<file path="src/rtl/npc_sequencer.sv">
// Next-PC controller for the fetch stage: sequential fetch, stall hold, redirect buffer, exception entry and eret.
// Define NPC_TARGET_CHECK_EN to build the redirect-target legality check that drives tgt_fault.
module npc_sequencer #(
    parameter logic [31:0] RESET_PC   = 32'h0000_3000,
    parameter logic [31:0] HANDLER_PC = 32'h0000_4180,
    parameter logic [31:0] IMEM_LO    = 32'h0000_3000,
    parameter logic [31:0] IMEM_HI    = 32'h0000_6ffc
) (
    input  logic        Clk,
    input  logic        Reset,
    input  logic [31:0] pc,
    input  logic        stall,
    input  logic        br_valid,
    input  logic [31:0] br_target,
    input  logic        exc_req,
    input  logic [31:0] exc_epc,
    input  logic        eret,
    output logic [31:0] npc,
    output logic        flush,
    output logic [31:0] epc,
    output logic        in_handler,
    output logic        tgt_fault
);

    typedef enum logic {
        RUN     = 1'b0,
        HANDLER = 1'b1
    } state_t;

    state_t      state, state_nxt;
    logic [31:0] epc_nxt;
    logic        pend_v, pend_v_nxt;
    logic [31:0] pend_tgt, pend_tgt_nxt;
    logic        redir_sel;
    logic [31:0] redir_tgt;

    always_comb begin
        // NOTE: every combinational output gets a default first, so no branch can infer a latch.
        npc          = pc + 32'd4;
        flush        = 1'b0;
        state_nxt    = state;
        epc_nxt      = epc;
        pend_v_nxt   = pend_v;
        pend_tgt_nxt = pend_tgt;
        redir_sel    = 1'b0;
        redir_tgt    = 32'd0;

        if (!Reset) begin
            npc = RESET_PC;
        end else if (exc_req && state == RUN) begin
            npc        = HANDLER_PC;
            flush      = 1'b1;
            epc_nxt    = exc_epc;
            pend_v_nxt = 1'b0;
            state_nxt  = HANDLER;
        end else if (eret && state == HANDLER && !stall) begin
            npc        = epc;
            flush      = 1'b1;
            pend_v_nxt = 1'b0;
            state_nxt  = RUN;
        end else if (stall) begin
            npc = pc;
            // Only the first redirect seen during a stall is buffered.
            if (br_valid && !pend_v) begin
                pend_v_nxt   = 1'b1;
                pend_tgt_nxt = br_target;
            end
        end else if (pend_v) begin
            npc        = pend_tgt;
            pend_v_nxt = 1'b0;
            redir_sel  = 1'b1;
            redir_tgt  = pend_tgt;
        end else if (br_valid) begin
            npc       = br_target;
            redir_sel = 1'b1;
            redir_tgt = br_target;
        end
    end

    // NOTE: sequential state uses non-blocking assignments only; all state here is plain flops, so all of it is reset.
    always_ff @(posedge Clk or negedge Reset) begin
        if (!Reset) begin
            state    <= RUN;
            epc      <= 32'd0;
            pend_v   <= 1'b0;
            pend_tgt <= 32'd0;
        end else begin
            state    <= state_nxt;
            epc      <= epc_nxt;
            pend_v   <= pend_v_nxt;
            pend_tgt <= pend_tgt_nxt;
        end
    end

    assign in_handler = (state == HANDLER);

`ifdef NPC_TARGET_CHECK_EN
    logic tgt_bad;
    assign tgt_bad = (redir_tgt[1:0] != 2'b00) || (redir_tgt < IMEM_LO) || (redir_tgt > IMEM_HI);

    always_ff @(posedge Clk or negedge Reset) begin
        if (!Reset) begin
            tgt_fault <= 1'b0;
        end else begin
            tgt_fault <= redir_sel && tgt_bad;
        end
    end
`else
    logic unused_check;
    assign unused_check = ^{redir_sel, redir_tgt, IMEM_LO, IMEM_HI};
    assign tgt_fault    = 1'b0;
`endif

endmodule

</file>
<file path="config.mk">
export PLATFORM = sky130hd
export DESIGN_NAME = npc_sequencer
export DESIGN_NICKNAME = d
export VERILOG_FILES = /design/src/rtl/npc_sequencer.sv
export SDC_FILE = /design/constraint.sdc
export NUM_CORES = 1
export LEC_CHECK = 0
export CAP_MARGIN = 25
export CORE_UTILIZATION = 42
export DETAILED_ROUTE_END_ITERATION = 10
export PLACE_DENSITY = 0.79
export SLEW_MARGIN = 20
export SYNTH_ARGS = -nofsm -noshare
export SYNTH_HDL_FRONTEND = slang
export SYNTH_SLANG_ARGS = --single-unit
</file>
<file path="constraint.sdc">
create_clock -name Clk -period 3.7 [get_ports Clk]
set_clock_uncertainty 0.05 [all_clocks]
set_input_delay 0.74 -clock Clk [delete_from_list [all_inputs] [get_ports Clk]]
set_output_delay 0.74 -clock Clk [all_outputs]
set_load 0.01 [all_outputs]
</file>
==> run metrics, run 1 <==
Root Buffer=clkbuf_8; worst skew pair latency=0.35 ns; GR Util All Layers=29.5%; wire length on met1=6540 µm; Seq cells post-synth=66; DR pass1 iterations=5; n_diodes=0; CP Launch Type=primary input; routed wire length=16300 µm; port bufs=167; critical path type=primary input to output pin; top cells by count, synth=dfrtp_1 (66), mux2_2 (62), a21oi_1 (57), nand2_1 (44), o21ai_0 (34); antenna violations before repair=0; layout cells sized above 1=25.1%; outcome=completed; Synth Instances=488; CTS Sinks=66; CTS Buf Count=9; Clock transition at path regs=0.08 ns; part of the Yosys area used for sequential elements=36.9%; Syn Std Cell Area=4480 µm²; routed length per instance=19.3 µm; TritonCTS clock tree=yes; vias in the first global route=5058; crit share post-route=98.3%; first-pass GRT wire length=25800 µm; fin nets=803; Setup TNS=0 ns; FP Rows=37; Initial DRC Count=355; RSZ-0062 raised after global routing=true; top-count cell post-synth=dfrtp_1; grt ovf=0; largest net degree at the start of global routing=35; met3 routed WL=1170 µm; worst path required time=2.91 ns; kind of end point of the critical path=output pin; Worst Tran Pin Value=0.619 ns; Die Y=105 µm; net count after synthesis=591; Max Clock Freq=275 MHz; final weighted congestion in routability-driven placement=0.937; Critical Path Fanout Max=5; Post-DP HPWL=12000 µm; die area=11100 µm²; Area Overhead vs Synth=55.5%; H-tree levels=3; I/O pins=169; Period minus WS final=3.64 ns; Reg2Reg Depth=5; Rel. slew slack=58.5%; top routing layer used=met4; worst hold path class=primary input to async pin; via count=4911; Yosys warnings=0; Power Density=482 nW/µm²; Max-Cap Viols=0; core area=10300 µm²; Starting Density=43.4%; Post-synth EDFFs=0; ys flop type=dfrtp_1; Vias per Instance=5.84; final setup fails=0; met2 WL post-DR=8090 µm; Synth area leader=dfrtp_1; final core utilization=67.5%; Syn Area/Cell=9.18 µm²; Hold Vio Cnt, Final=0; clk buf depth=2; CP cell instances=clkdlybuf4s50_1 > nand4_1 > buf_4 > or3_4 > nor2_1 > xnor2_1 > a211oi_1 > clkdlybuf4s15_1; Area contributors post-synth=dfrtp_1 (37%), mux2_2 (16%), a21oi_1 (6.4%); DRT antenna net count=0; leakage power=2.91 nW; Max Slew Vio Count=0; WP data arrival=2.85 ns; critical path's slowest cell=clkdlybuf4s50_1; maximum vdd drop=0.372 mV; Netlist cell types=52; DRC=0; CP peak stage delay=0.49 ns; Die W=105 µm; async set-or-reset flop fraction in the synthesized netlist=100%; Filler Cell Count=827; post-synth top area share=36.9%
-- critical path, delay by kind of cell --
family                 cells  cell delay, ns
AO/OA/AOI/OAI              1            0.29
XOR/XNOR                   1            0.08
buffers and inverters      3            0.96
AND/OR/NAND/NOR            3            0.78
-- worst paths after layout --
path | from | end | slack [ns]
max | pc[5] | npc[24] | 0.06
min | Reset | epc[18] | 0.21
max reg2reg | in_handler | pend_tgt[16] | 1.68
min reg2reg | pend_tgt[5] | pend_tgt[5] | 0.46
max in group asynchronous | Reset | pend_tgt[6] | 2.77
min in group Clk | pend_tgt[5] | pend_tgt[5] | 0.46
-- area by class of cell --
cell class	instances	area (µm²)	share of cell area (%)
repair buffers	238	2190	31.4
clock buffers	9	124	1.78
multi-input cells	375	2690	38.7
clock inverters	7	100	1.44
well taps	136	170	2.44
inverters	10	37.5	0.539
flip-flops and latches	66	1650	23.7
-- cell families (layout without fill, tap and decap cells) --
| logic type | count (synthesis) | in the layout | synth area share, % |
|---|---|---|---|
| AO/OA/AOI/OAI | 147 | 147 | 20.5 |
| XOR/XNOR | 26 | 26 | 5.08 |
| adder cells (fa/ha/maj) | 1 | 1 | 0.279 |
| buffers and inverters | 47 | 264 | 4.44 |
| flip-flops | 66 | 66 | 36.9 |
| multiplexers | 70 | 70 | 17.4 |
| other | 1 | 1 | 0.0837 |
| AND/OR/NAND/NOR | 130 | 130 | 15.4 |
-- routing by layer --
layer	vias up	GRT usage [%]
met1	2396	37.6
met4	0	13.1
li1	2231	-
met2	245	48.9
met5	-	0
met3	39	5.26
-- through the flow --
| stage | std cells | instance area (µm²) | setup WS [ns] | hold WS, ns | power (W) |
|---|---|---|---|---|---|
| finish | 841 | 6970 | 0.0626 | 0.210 | 0.00336 |
| CTS | 839 | 6930 | 0.00231 | 0.202 | 0.00336 |
| detailed placement | 822 | 6700 | -0.319 | 0.444 | 0.00265 |
| floorplan | 488 | 4480 | 0.718 | 0.394 | 0.00183 |
| global route | 841 | 6970 | -0.0154 | 0.209 | 0.00354 |
| global placement | 822 | 6700 | -0.296 | 0.417 | 0.00260 |
-- placed cells by master (no fill, tap or decap), drive strengths merged, types with 3 or more instances in the layout --
| cell type | n |
|---|---|
| dlymetal6s2s | 3 |
| a221o | 3 |
| nand4 | 7 |
| or3 | 6 |
| nor3 | 10 |
| xor2 | 15 |
| o21ai | 35 |
| a311oi | 4 |
| o221ai | 9 |
| clkinv | 4 |
| a221oi | 4 |
| mux2i | 8 |
| nand2 | 44 |
| clkdlybuf4s15 | 3 |
| inv | 11 |
| dfrtp | 66 |
| a21oi | 57 |
| nor2 | 20 |
| nor4 | 5 |
| a211oi | 16 |
| xnor2 | 11 |
| nand3 | 18 |
| nand2b | 4 |
| o211ai | 6 |
| mux2 | 62 |
| and3 | 4 |
| buf | 73 |
| o31ai | 3 |
| and2 | 3 |
| dlygate4sd2 | 9 |
| clkbuf | 17 |
| clkdlybuf4s50 | 142 |
-- power by group --
group	leakage, nW	switching [W]	internal (W)	total (W)
Clock	0.115	0.000324	0.000387	0.000711
Combinational	2.01	0.000606	0.000811	0.00142
Sequential	0.783	0.000237	0.000994	0.00123
Total	2.91	0.00117	0.00219	0.00336
-- sequential cells by signal, indices dropped and copies added, names as in the netlist --
name,count
epc,32
in_handler,1
pend_tgt,32
pend_v,1
-- repair_timing --
action,CTS,global route
setup buffers,1,2
hold buffers,0,0
resized for setup,23,33
hold endpoints to repair,0,0
pin swaps,1,3
endpoints found under the setup margin,21,16
(Power assumes the default switching activity.)
==> inputs of run 2 (changes only) <==
--- a/config.mk
+++ b/config.mk
@@ -7,6 +7,7 @@
 export LEC_CHECK = 0
 export CAP_MARGIN = 25
 export CORE_UTILIZATION = 42
+export CTS_CLUSTER_DIAMETER = 50
 export DETAILED_ROUTE_END_ITERATION = 10
 export PLACE_DENSITY = 0.79
 export SLEW_MARGIN = 20
==> results of run 2 <==
Same layout as run 1: the final DEF is identical, and so are final timing and power.
